$ cat config.mk
export PLATFORM = sky130hd
export DESIGN_NAME = id_decode_stage_flat
export DESIGN_NICKNAME = d
export VERILOG_FILES = /design/src/rtl/id_decode_stage_pkg.sv /design/src/rtl/id_decode_stage_if.sv /design/src/rtl/id_decode_stage_reg_file.sv /design/src/rtl/id_decode_stage.sv /design/src/flat_wrapper.sv
export SDC_FILE = /design/constraint.sdc
export NUM_CORES = 2
export LEC_CHECK = 0
export CAP_MARGIN = 20
export CORE_MARGIN = 1.5
export CORE_UTILIZATION = 48
export CTS_CLUSTER_SIZE = 10
export DETAILED_ROUTE_END_ITERATION = 10
export PLACE_DENSITY = 0.65
export SYNTH_ARGS = -nofsm -noshare
export SYNTH_HDL_FRONTEND = slang
export SYNTH_HIERARCHICAL = 1
export SYNTH_SLANG_ARGS = --single-unit
$ cat constraint.sdc
create_clock -name clk -period 5.6 [get_ports clk]
set_clock_uncertainty 0.2 [all_clocks]
set_input_delay 0.56 -clock clk [delete_from_list [all_inputs] [get_ports clk]]
set_output_delay 0.56 -clock clk [all_outputs]
set_load 0.02 [all_outputs]
$ cat src/rtl/id_decode_stage_pkg.sv
`default_nettype none
// ============================================================================
//  Module      : pipeline_pkg
//  Description : RV32I opcodes, ALU-op codes and the ID-stage control bundle.
//  Revision    : 1.0
// ============================================================================
package pipeline_pkg;

    localparam logic [6:0] OP_R   = 7'b0110011;
    localparam logic [6:0] OP_I   = 7'b0010011;
    localparam logic [6:0] OP_LW  = 7'b0000011;
    localparam logic [6:0] OP_SW  = 7'b0100011;
    localparam logic [6:0] OP_BEQ = 7'b1100011;

    localparam logic [1:0] ALUOP_ADD   = 2'b00;
    localparam logic [1:0] ALUOP_SUB   = 2'b01;
    localparam logic [1:0] ALUOP_RTYPE = 2'b10;
    localparam logic [1:0] ALUOP_ITYPE = 2'b11;

    localparam int REG_AW = 5;

    typedef struct packed {
        logic       AluSrc;
        logic       MemtoReg;
        logic       RegWrite;
        logic       MemRead;
        logic       MemWrite;
        logic [1:0] Aluop;
    } ctrl_t;

    function automatic ctrl_t decode_ctrl(input logic [6:0] opcode);
        ctrl_t c;
        c = '0;
        case (opcode)
            OP_R:    c = '{AluSrc: 1'b0, MemtoReg: 1'b0, RegWrite: 1'b1, MemRead: 1'b0, MemWrite: 1'b0, Aluop: ALUOP_RTYPE};
            OP_I:    c = '{AluSrc: 1'b1, MemtoReg: 1'b0, RegWrite: 1'b1, MemRead: 1'b0, MemWrite: 1'b0, Aluop: ALUOP_ITYPE};
            OP_LW:   c = '{AluSrc: 1'b1, MemtoReg: 1'b1, RegWrite: 1'b1, MemRead: 1'b1, MemWrite: 1'b0, Aluop: ALUOP_ADD};
            OP_SW:   c = '{AluSrc: 1'b1, MemtoReg: 1'b0, RegWrite: 1'b0, MemRead: 1'b0, MemWrite: 1'b1, Aluop: ALUOP_ADD};
            OP_BEQ:  c = '{AluSrc: 1'b0, MemtoReg: 1'b0, RegWrite: 1'b0, MemRead: 1'b0, MemWrite: 1'b0, Aluop: ALUOP_SUB};
            default: c = '0;
        endcase
        return c;
    endfunction

endpackage
`default_nettype wire

$ cat src/rtl/id_decode_stage_if.sv
`default_nettype none
// ============================================================================
//  Module      : id_decode_stage_if
//  Description : IF/ID, write-back and ID/EX-feedback bus of the decode stage.
//  Revision    : 1.0
// ============================================================================
interface id_decode_stage_if #(
    parameter int XLEN = 32
);
    logic [31:0]     instr_in;
    logic            flush_in;
    logic            wb_RegWrite_in;
    logic [4:0]      wb_rd_in;
    logic [XLEN-1:0] wb_data_in;
    logic            ex_MemRead_in;
    logic [4:0]      ex_rd_in;

    logic            AluSrc_out;
    logic            MemtoReg_out;
    logic            RegWrite_out;
    logic            MemRead_out;
    logic            MemWrite_out;
    logic [1:0]      Aluop_out;
    logic [XLEN-1:0] rs1Data_out;
    logic [XLEN-1:0] rs2Data_out;
    logic [4:0]      rs_out;
    logic [4:0]      rt_out;
    logic [4:0]      rd_out;
    logic [XLEN-1:0] immediate_out;
    logic            stall_out;

    modport master (
        output instr_in, flush_in, wb_RegWrite_in, wb_rd_in, wb_data_in,
               ex_MemRead_in, ex_rd_in,
        input  AluSrc_out, MemtoReg_out, RegWrite_out, MemRead_out, MemWrite_out,
               Aluop_out, rs1Data_out, rs2Data_out, rs_out, rt_out, rd_out,
               immediate_out, stall_out
    );

    modport slave (
        input  instr_in, flush_in, wb_RegWrite_in, wb_rd_in, wb_data_in,
               ex_MemRead_in, ex_rd_in,
        output AluSrc_out, MemtoReg_out, RegWrite_out, MemRead_out, MemWrite_out,
               Aluop_out, rs1Data_out, rs2Data_out, rs_out, rt_out, rd_out,
               immediate_out, stall_out
    );
endinterface
`default_nettype wire

$ cat src/rtl/id_decode_stage_reg_file.sv
`default_nettype none
// ============================================================================
//  Module      : reg_file
//  Description : NREGS x XLEN register file, 1W/2R, write-through, x0 = 0.
//  Revision    : 1.0
// ============================================================================
module reg_file
    import pipeline_pkg::*;
#(
    parameter int XLEN  = 32,
    parameter int NREGS = 32
) (
    input  wire logic              clk,
    input  wire logic              rst,
    input  wire logic              we,
    input  wire logic [REG_AW-1:0] waddr,
    input  wire logic [XLEN-1:0]   wdata,
    input  wire logic [REG_AW-1:0] raddr1,
    input  wire logic [REG_AW-1:0] raddr2,
    output logic      [XLEN-1:0]   rdata1,
    output logic      [XLEN-1:0]   rdata2
);

    logic [XLEN-1:0] r_regs [NREGS];
    logic            w_wr_en;

    assign w_wr_en = we && (waddr != '0);

    // Reset takes priority, so a write landing in a reset cycle is dropped.
    always_ff @(posedge clk) begin
        if (!rst) begin
            for (int i = 0; i < NREGS; i++) begin
                r_regs[i] <= '0;
            end
        end else if (w_wr_en) begin
            r_regs[waddr] <= wdata;
        end
    end

    always_comb begin
        rdata1 = r_regs[raddr1];
        rdata2 = r_regs[raddr2];
        if (w_wr_en && (waddr == raddr1)) rdata1 = wdata;
        if (w_wr_en && (waddr == raddr2)) rdata2 = wdata;
        if (raddr1 == '0) rdata1 = '0;
        if (raddr2 == '0) rdata2 = '0;
    end

endmodule
`default_nettype wire

$ cat src/rtl/id_decode_stage.sv
`default_nettype none
// ============================================================================
//  Module      : id_decode_stage
//  Description : RV32I decode: register file, control decode, immediates and
//                load-use hazard detection feeding ID/EX.
//  Revision    : 1.0
// ============================================================================
module id_decode_stage
    import pipeline_pkg::*;
#(
    parameter int XLEN  = 32,
    parameter int NREGS = 32
) (
    input  wire logic    clk,
    input  wire logic    rst,
    id_decode_stage_if.slave bus
);

    logic [6:0]      w_opcode;
    logic [4:0]      w_rs;
    logic [4:0]      w_rt;
    logic [4:0]      w_rd;
    ctrl_t           w_ctrl;
    logic            w_use_rs1;
    logic            w_use_rs2;
    logic            w_hazard;
    logic            w_bubble;
    logic [XLEN-1:0] w_rdata1;
    logic [XLEN-1:0] w_rdata2;
    logic [XLEN-1:0] w_imm;

    assign w_opcode = bus.instr_in[6:0];
    assign w_rs     = bus.instr_in[19:15];
    assign w_rt     = bus.instr_in[24:20];
    assign w_rd     = bus.instr_in[11:7];
    assign w_ctrl   = decode_ctrl(w_opcode);

    reg_file #(
        .XLEN  (XLEN),
        .NREGS (NREGS)
    ) u_reg_file (
        .clk    (clk),
        .rst    (rst),
        .we     (bus.wb_RegWrite_in),
        .waddr  (bus.wb_rd_in),
        .wdata  (bus.wb_data_in),
        .raddr1 (w_rs),
        .raddr2 (w_rt),
        .rdata1 (w_rdata1),
        .rdata2 (w_rdata2)
    );

    always_comb begin
        w_use_rs1 = 1'b0;
        w_use_rs2 = 1'b0;
        w_imm     = '0;
        case (w_opcode)
            OP_R: begin
                w_use_rs1 = 1'b1;
                w_use_rs2 = 1'b1;
            end
            OP_I, OP_LW: begin
                w_use_rs1 = 1'b1;
                w_imm     = {{(XLEN-12){bus.instr_in[31]}}, bus.instr_in[31:20]};
            end
            OP_SW: begin
                w_use_rs1 = 1'b1;
                w_use_rs2 = 1'b1;
                w_imm     = {{(XLEN-12){bus.instr_in[31]}}, bus.instr_in[31:25], bus.instr_in[11:7]};
            end
            OP_BEQ: begin
                w_use_rs1 = 1'b1;
                w_use_rs2 = 1'b1;
                w_imm     = {{(XLEN-13){bus.instr_in[31]}}, bus.instr_in[31], bus.instr_in[7],
                             bus.instr_in[30:25], bus.instr_in[11:8], 1'b0};
            end
            default: ;
        endcase
    end

    assign w_hazard = bus.ex_MemRead_in && (bus.ex_rd_in != '0) &&
                      ((w_use_rs1 && (bus.ex_rd_in == w_rs)) ||
                       (w_use_rs2 && (bus.ex_rd_in == w_rt)));

    // A flush already kills this instruction, so freezing PC would be wrong.
    assign w_bubble = w_hazard || bus.flush_in || !rst;

    always_comb begin
        bus.AluSrc_out    = w_bubble ? 1'b0 : w_ctrl.AluSrc;
        bus.MemtoReg_out  = w_bubble ? 1'b0 : w_ctrl.MemtoReg;
        bus.RegWrite_out  = w_bubble ? 1'b0 : w_ctrl.RegWrite;
        bus.MemRead_out   = w_bubble ? 1'b0 : w_ctrl.MemRead;
        bus.MemWrite_out  = w_bubble ? 1'b0 : w_ctrl.MemWrite;
        bus.Aluop_out     = w_bubble ? 2'b00 : w_ctrl.Aluop;
        bus.stall_out     = w_hazard && !bus.flush_in && rst;
        bus.rs1Data_out   = rst ? w_rdata1 : '0;
        bus.rs2Data_out   = rst ? w_rdata2 : '0;
        bus.rs_out        = w_rs;
        bus.rt_out        = w_rt;
        bus.rd_out        = w_rd;
        bus.immediate_out = w_imm;
    end

endmodule
`default_nettype wire

$ cat src/flat_wrapper.sv
// flat-port wrapper written by rule: the top's interface ports become plain ports
module id_decode_stage_flat import pipeline_pkg::*;
#(
    parameter int XLEN  = 32,
    parameter int NREGS = 32
)
  (clk, rst, bus_instr_in, bus_flush_in, bus_wb_RegWrite_in, bus_wb_rd_in, bus_wb_data_in, bus_ex_MemRead_in, bus_ex_rd_in, bus_AluSrc_out, bus_MemtoReg_out, bus_RegWrite_out, bus_MemRead_out, bus_MemWrite_out, bus_Aluop_out, bus_rs1Data_out, bus_rs2Data_out, bus_rs_out, bus_rt_out, bus_rd_out, bus_immediate_out, bus_stall_out);
  id_decode_stage_if #(.XLEN(XLEN)) bus_i ();
  input  wire logic clk;
  input  wire logic rst;
  input wire logic [$bits(bus_i.instr_in)-1:0] bus_instr_in;
  input wire logic [$bits(bus_i.flush_in)-1:0] bus_flush_in;
  input wire logic [$bits(bus_i.wb_RegWrite_in)-1:0] bus_wb_RegWrite_in;
  input wire logic [$bits(bus_i.wb_rd_in)-1:0] bus_wb_rd_in;
  input wire logic [$bits(bus_i.wb_data_in)-1:0] bus_wb_data_in;
  input wire logic [$bits(bus_i.ex_MemRead_in)-1:0] bus_ex_MemRead_in;
  input wire logic [$bits(bus_i.ex_rd_in)-1:0] bus_ex_rd_in;
  output wire logic [$bits(bus_i.AluSrc_out)-1:0] bus_AluSrc_out;
  output wire logic [$bits(bus_i.MemtoReg_out)-1:0] bus_MemtoReg_out;
  output wire logic [$bits(bus_i.RegWrite_out)-1:0] bus_RegWrite_out;
  output wire logic [$bits(bus_i.MemRead_out)-1:0] bus_MemRead_out;
  output wire logic [$bits(bus_i.MemWrite_out)-1:0] bus_MemWrite_out;
  output wire logic [$bits(bus_i.Aluop_out)-1:0] bus_Aluop_out;
  output wire logic [$bits(bus_i.rs1Data_out)-1:0] bus_rs1Data_out;
  output wire logic [$bits(bus_i.rs2Data_out)-1:0] bus_rs2Data_out;
  output wire logic [$bits(bus_i.rs_out)-1:0] bus_rs_out;
  output wire logic [$bits(bus_i.rt_out)-1:0] bus_rt_out;
  output wire logic [$bits(bus_i.rd_out)-1:0] bus_rd_out;
  output wire logic [$bits(bus_i.immediate_out)-1:0] bus_immediate_out;
  output wire logic [$bits(bus_i.stall_out)-1:0] bus_stall_out;
  assign bus_i.instr_in = bus_instr_in;
  assign bus_i.flush_in = bus_flush_in;
  assign bus_i.wb_RegWrite_in = bus_wb_RegWrite_in;
  assign bus_i.wb_rd_in = bus_wb_rd_in;
  assign bus_i.wb_data_in = bus_wb_data_in;
  assign bus_i.ex_MemRead_in = bus_ex_MemRead_in;
  assign bus_i.ex_rd_in = bus_ex_rd_in;
  assign bus_AluSrc_out = bus_i.AluSrc_out;
  assign bus_MemtoReg_out = bus_i.MemtoReg_out;
  assign bus_RegWrite_out = bus_i.RegWrite_out;
  assign bus_MemRead_out = bus_i.MemRead_out;
  assign bus_MemWrite_out = bus_i.MemWrite_out;
  assign bus_Aluop_out = bus_i.Aluop_out;
  assign bus_rs1Data_out = bus_i.rs1Data_out;
  assign bus_rs2Data_out = bus_i.rs2Data_out;
  assign bus_rs_out = bus_i.rs_out;
  assign bus_rt_out = bus_i.rt_out;
  assign bus_rd_out = bus_i.rd_out;
  assign bus_immediate_out = bus_i.immediate_out;
  assign bus_stall_out = bus_i.stall_out;
  id_decode_stage #(.XLEN(XLEN), .NREGS(NREGS)) u_core (.clk(clk), .rst(rst), .bus(bus_i));
endmodule
After elaboration in Yosys (flattened, before gate mapping). Memory sizes are Yosys's and may differ from the RTL's. Cells that the tools add are included. W data, S select, Z words.

ROM bits: 0. Register bits: 0. RAM bits: 1024. Bits in latches: 0. Memories: 1. Input bits: 79.

Memory list: u_core.u_reg_file.r_regs (depth 32, bits a word 32, read ports 2, clocked after memory_dff 0, write ports 32, RTL line id_decode_stage_reg_file.sv:24) `logic [XLEN-1:0] r_regs [NREGS];`.

Add/subtract/negate cells: 0. Div/mod/pow operators: 0. Bitwise gates (word level): 0. Reductions and logical operators: 22. $mul: 0. Shifts and indexed selects: 0. Equal/unequal tests: 9. Order comparisons: 0. Multiplexer cells: 23.

Operators with widths (count): $mux W32 (7); $pmux W32 S3 (1); $pmux W7 S5 (1); $reduce_or A32 Y1 (1); $eq A5 B5 Y1 (4); $eq A7 B6 Y1 const B (2); $mux W1 (12); $logic_not A5 Y1 (2); $reduce_bool A5 Y1 (2); $logic_and A1 B1 Y1 (9); $eq A7 B2 Y1 const B (1); $eq A7 B5 Y1 const B (1); $eq A7 B7 Y1 const B (1); $mux W5 (1); $reduce_or A5 Y1 (1); $logic_or A1 B1 Y1 (3); $reduce_or A3 Y1 (1); $logic_not A1 Y1 (2); $mux W2 (1); $reduce_or A2 Y1 (1).

Depth between registers and ports, before layout.
Depth in word-level cells: 9. Gate-level depth with buffers: 11. Gate-level depth less buffers: 6.

By module. The synthesis kept the hierarchy.

By module, submodules not included: reg_file (times used 1, cells an instance 3928, area each 55647.1 µm²); id_decode_stage (times used 1, cells an instance 176, area each 1142.3 µm²).

Least setup slack after synthesis. No wires, ideal clock.

Kind: input port to flip-flop. Start point: input bus_wb_rd_in[2]. End point: memory u_core.u_reg_file.r_regs[12][0] (enable). Data arrival time: 3.955 ns. Setup time: 0.466 ns. Buffers on the path: 4. Slack: 0.979 ns. Stages: 7. Cells stage by stage: buf_2 or3_4 clkbuf_1 nand3b_1 buf_2 clkbuf_1 o21ai_0.

RTL lines: from (decl) (RTL line flat_wrapper.sv:14) `input wire logic [$bits(bus_i.wb_rd_in)-1:0] bus_wb_rd_in;`; to (decl) (RTL line id_decode_stage_reg_file.sv:24).

Worst setup path after layout.
Start point: input bus_wb_rd_in[3]. End point: output bus_rs2Data_out[17].

Word-level cells in the longest chain between the ends: 6. Elaborated cells on any way between the ends: 7.

Ends and longest elaborated chain: $reduce_bool A5 Y1 (RTL line id_decode_stage_reg_file.sv:27) `assign w_wr_en = we && (waddr != '0);`; $logic_and A1 B1 Y1 (RTL line id_decode_stage_reg_file.sv:27); $logic_and A1 B1 Y1 * (RTL line id_decode_stage_reg_file.sv:44) `if (w_wr_en && (waddr == raddr2)) rdata2 = wdata;`; $mux W32 * (RTL line id_decode_stage_reg_file.sv:44); $mux W32 * (RTL line id_decode_stage_reg_file.sv:46) `if (raddr2 == '0) rdata2 = '0;`; via u_core.w_rdata2[17] (RTL line id_decode_stage.sv:29) `logic [XLEN-1:0] w_rdata2;`; $mux W32 * (RTL line id_decode_stage.sv:97) `bus.rs2Data_out = rst ? w_rdata2 : '0;`; to (decl) (RTL line flat_wrapper.sv:25) `output wire logic [$bits(bus_i.rs2Data_out)-1:0] bus_rs2Data_out;`.

Mark *: on every way through the listed nets, which the timed path passes. The rest lies on a longest branch.

==> metrics <==
PortBufs 194; critical path peak fanout 14; final hold vios 0; GR Overflow Total 0; Synth Area in XOR/XNOR less than 1%; Max-cap violations 0; post-synth cell types 74; total CTS buffers approximately 120; RSZ-0062 raised after global routing false; crit share post-route about nine tenths; vias per cell roughly 6.9; largest family of logic cells by synthesized area multiplexers; Tmin final about 5000 ps; fraction of the mapped netlist area in simple logic gates ~14%; Die Area around 0.12 mm^2; CP endpoint kind output port; first-pass GRT wire length roughly 300 mm; worst hold stages 2; Avg Inst Size Synth roughly 14 um^2; mux contribution to synthesized area a little over a fifth; drt drc 0; largest register by flop count u_core/u_reg_file/r_regs; Peak VDD IR roughly 0.27 mV; fin. max-slew vios 0; first-pass detailed-route iteration total 6; initial DRC count 5,910; arrival time at the worst endpoint ~4300 ps; htree depth 3; Max transition margin 23.2%; DRT antenna net count 0; Final TNS setup 0 ps; Ports 198; Largest register FFs 1,024; Top Family by Delay on Critical Path buffers and inverters; Chip Height approximately 350 um; Nets roughly 4,300; most common cell after layout, fill and taps aside and2_1; Critical Path Max Stage Delay a little under 600 ps; clock buffer depth 3; largest net degree at the start of global routing 72; hold_buf cts 0; WP data required between 4000 and 5000 ps; Post-synth EDFFs roughly 1,000; routed wire length 217 mm; layout cell share with drive strength beyond 1 20.2%; HP Class in2reg; biggest regs u_core/u_reg_file/r_regs (1024); CTS Root Cell clkbuf_16; Pwr Density 289 mW/mm^2; CP cell instances clkdlybuf4s50_1, or3_4, o31a_1, and3_2, buf_4, a2111oi_0, a21oi_1, and2_1, clkdlybuf4s50_1; clock-pin transition on the worst setup and hold timing paths 50 ps; sequential share of the synthesized area 54.1%; Layout area overhead 14.0%; Die X-Extent between 300 and 400 um; final setup violation count 0; most frequent cells in the layout 1,032 x and2_1, 1,024 x edfxtp_1, 357 x mux4_2; Fmax around 200 MHz; initial antenna violation count 23; Starting Density about half; Critical Path Source Type primary input; buffer and inverter count on the worst path 3; Post-Synth Adder-Cell Area 0%; Primary FF master, synth edfxtp_1; Post-CTS Resized 0; Place WS around 710 ps; Mapped Area ~0.057 mm^2; worst setup path category in2out; std cell rows 126; CTS tree yes; Ys Warns 6; Mapped Cells 4,104; Core ar. 0.118 mm^2; Slowest cell on crit path or3_4; Via Count 39,900; Slew @ Worst Pin 1150 ps; Async SR Flop Fraction 0%; vias in the first global route between 30,000 and 40,000; GRT Total Usage a little over a third; detailed placer's ending HPWL roughly 130 mm; setup ws final about 580 ps; GPL Wtd Cong 0.946; Clock Sinks around 1,000; most used cell along the critical path clkdlybuf4s50_1; WL per Instance 37.4 um; Synth Area in Compound Gates ~6%; postcts setup bufs 0; hold_sp bus_wb_data_in[10]; FF+latch count, synth 1,024; leakage power between 20 and 25 nW; Hold EP u_core/u_reg_file/r_regs[13][10]; status finished clean
## cells in the mapped netlist, types with 7 or more instances
master | number | area share, %
and2_1 | 1033 | 11
edfxtp_1 | 1024 | 54
mux4_2 | 357 | 14
mux2i_1 | 334 | 5.9
clkbuf_1 | 316 | 2.1
nand2_1 | 136 | 0.90
a21oi_1 | 86 | 0.76
a22oi_1 | 71 | 0.94
nor2_1 | 68 | 0.45
buf_2 | 62 | 0.55
o21ai_0 | 58 | 0.51
buf_4 | 50 | 0.66
a211oi_1 | 46 | 0.61
nor3_1 | 46 | 0.41
o22ai_1 | 37 | 0.41
mux2_2 | 35 | 0.69
a221oi_1 | 34 | 0.52
o221ai_1 | 33 | 0.51
a32o_1 | 32 | 0.56
buf_6 | 19 | 0.38
xnor2_1 | 18 | 0.28
and3_1 | 15 | 0.17
buf_1 | 15 | 0.099
a221o_1 | 11 | 0.19
nand3_1 | 11 | 0.097
nand4_1 | 11 | 0.12
mux4_1 | 10 | 0.46
nor2b_1 | 10 | 0.11
a211o_1 | 8 | 0.12
a22o_1 | 8 | 0.12
buf_8 | 8 | 0.21
nand2b_1 | 8 | 0.088
a2111oi_0 | 7 | 0.11
nand3b_1 | 7 | 0.093
## power breakdown
group          leakage, nW  total [W]  internal [W]  switching [W]
registers             9.75    0.00908       0.00886       0.000215
logic                 11.4    0.00272       0.00109        0.00164
clock network         1.57    0.00690       0.00384        0.00306
## worst max path at each step
stage | endpoint | depth (start not counted) | start
after global routing | bus_rs2Data_out[17] | 9 | bus_wb_rd_in[3]
after global placement | bus_rs2Data_out[17] | 9 | bus_wb_rd_in[3]
after floorplan | u_core/u_reg_file/r_regs[12][0] | 7 | bus_wb_rd_in[2]
after CTS | bus_rs2Data_out[17] | 9 | bus_wb_rd_in[3]
after detailed placement | bus_rs2Data_out[17] | 9 | bus_wb_rd_in[3]
final | bus_rs2Data_out[17] | 9 | bus_wb_rd_in[3]
## layer usage
| metal | vias to the layer above | routed length [um] | part of all wire [%] | GRT usage (%) |
|---|---|---|---|---|
| li1 | 15800 | - | - | - |
| met1 | 20300 | 78500 | 36 | 47.1 |
| met2 | 3123 | 97700 | 45 | 54.6 |
| met3 | 692 | 26900 | 12 | 8.07 |
| met4 | 4 | 13500 | 6.2 | 19.4 |
| met5 | - | 21 | 0.0097 | 0 |
## logic make-up after synthesis
kind of cell           Yosys count
other                            1
flip-flops                    1024
AND/OR/NAND/NOR               1367
multiplexers                   736
XOR/XNOR                        20
buffers and inverters          480
AO/OA/AOI/OAI                  476
## layout make-up
cell class,instances,area (um^2)
multi-input cells,2631,24500
clock buffers,142,3060
inverters,7,26.3
well taps,1536,1920
diodes,8,20.0
repair buffers,425,4290
fillers,9454,53000
flip-flops and latches,1024,30700
clock inverters,20,183
## stage by stage
stage | util (%) | total power (W) | instance area (um^2) | instances | hold WS (ps)
finish | 55.0 | 0.0187 | 64700 | 5793 | 542
global placement | 52.1 | 0.0118 | 61400 | 5619 | 1330
CTS | 54.9 | 0.0186 | 64600 | 5781 | 580
detailed placement | 52.1 | 0.0119 | 61400 | 5619 | 1340
global route | 55.0 | 0.0191 | 64700 | 5787 | 530
floorplan | - | 0.0107 | 56900 | 4135 | 558
No activity file was read; power rests on OpenSTA's default activity.
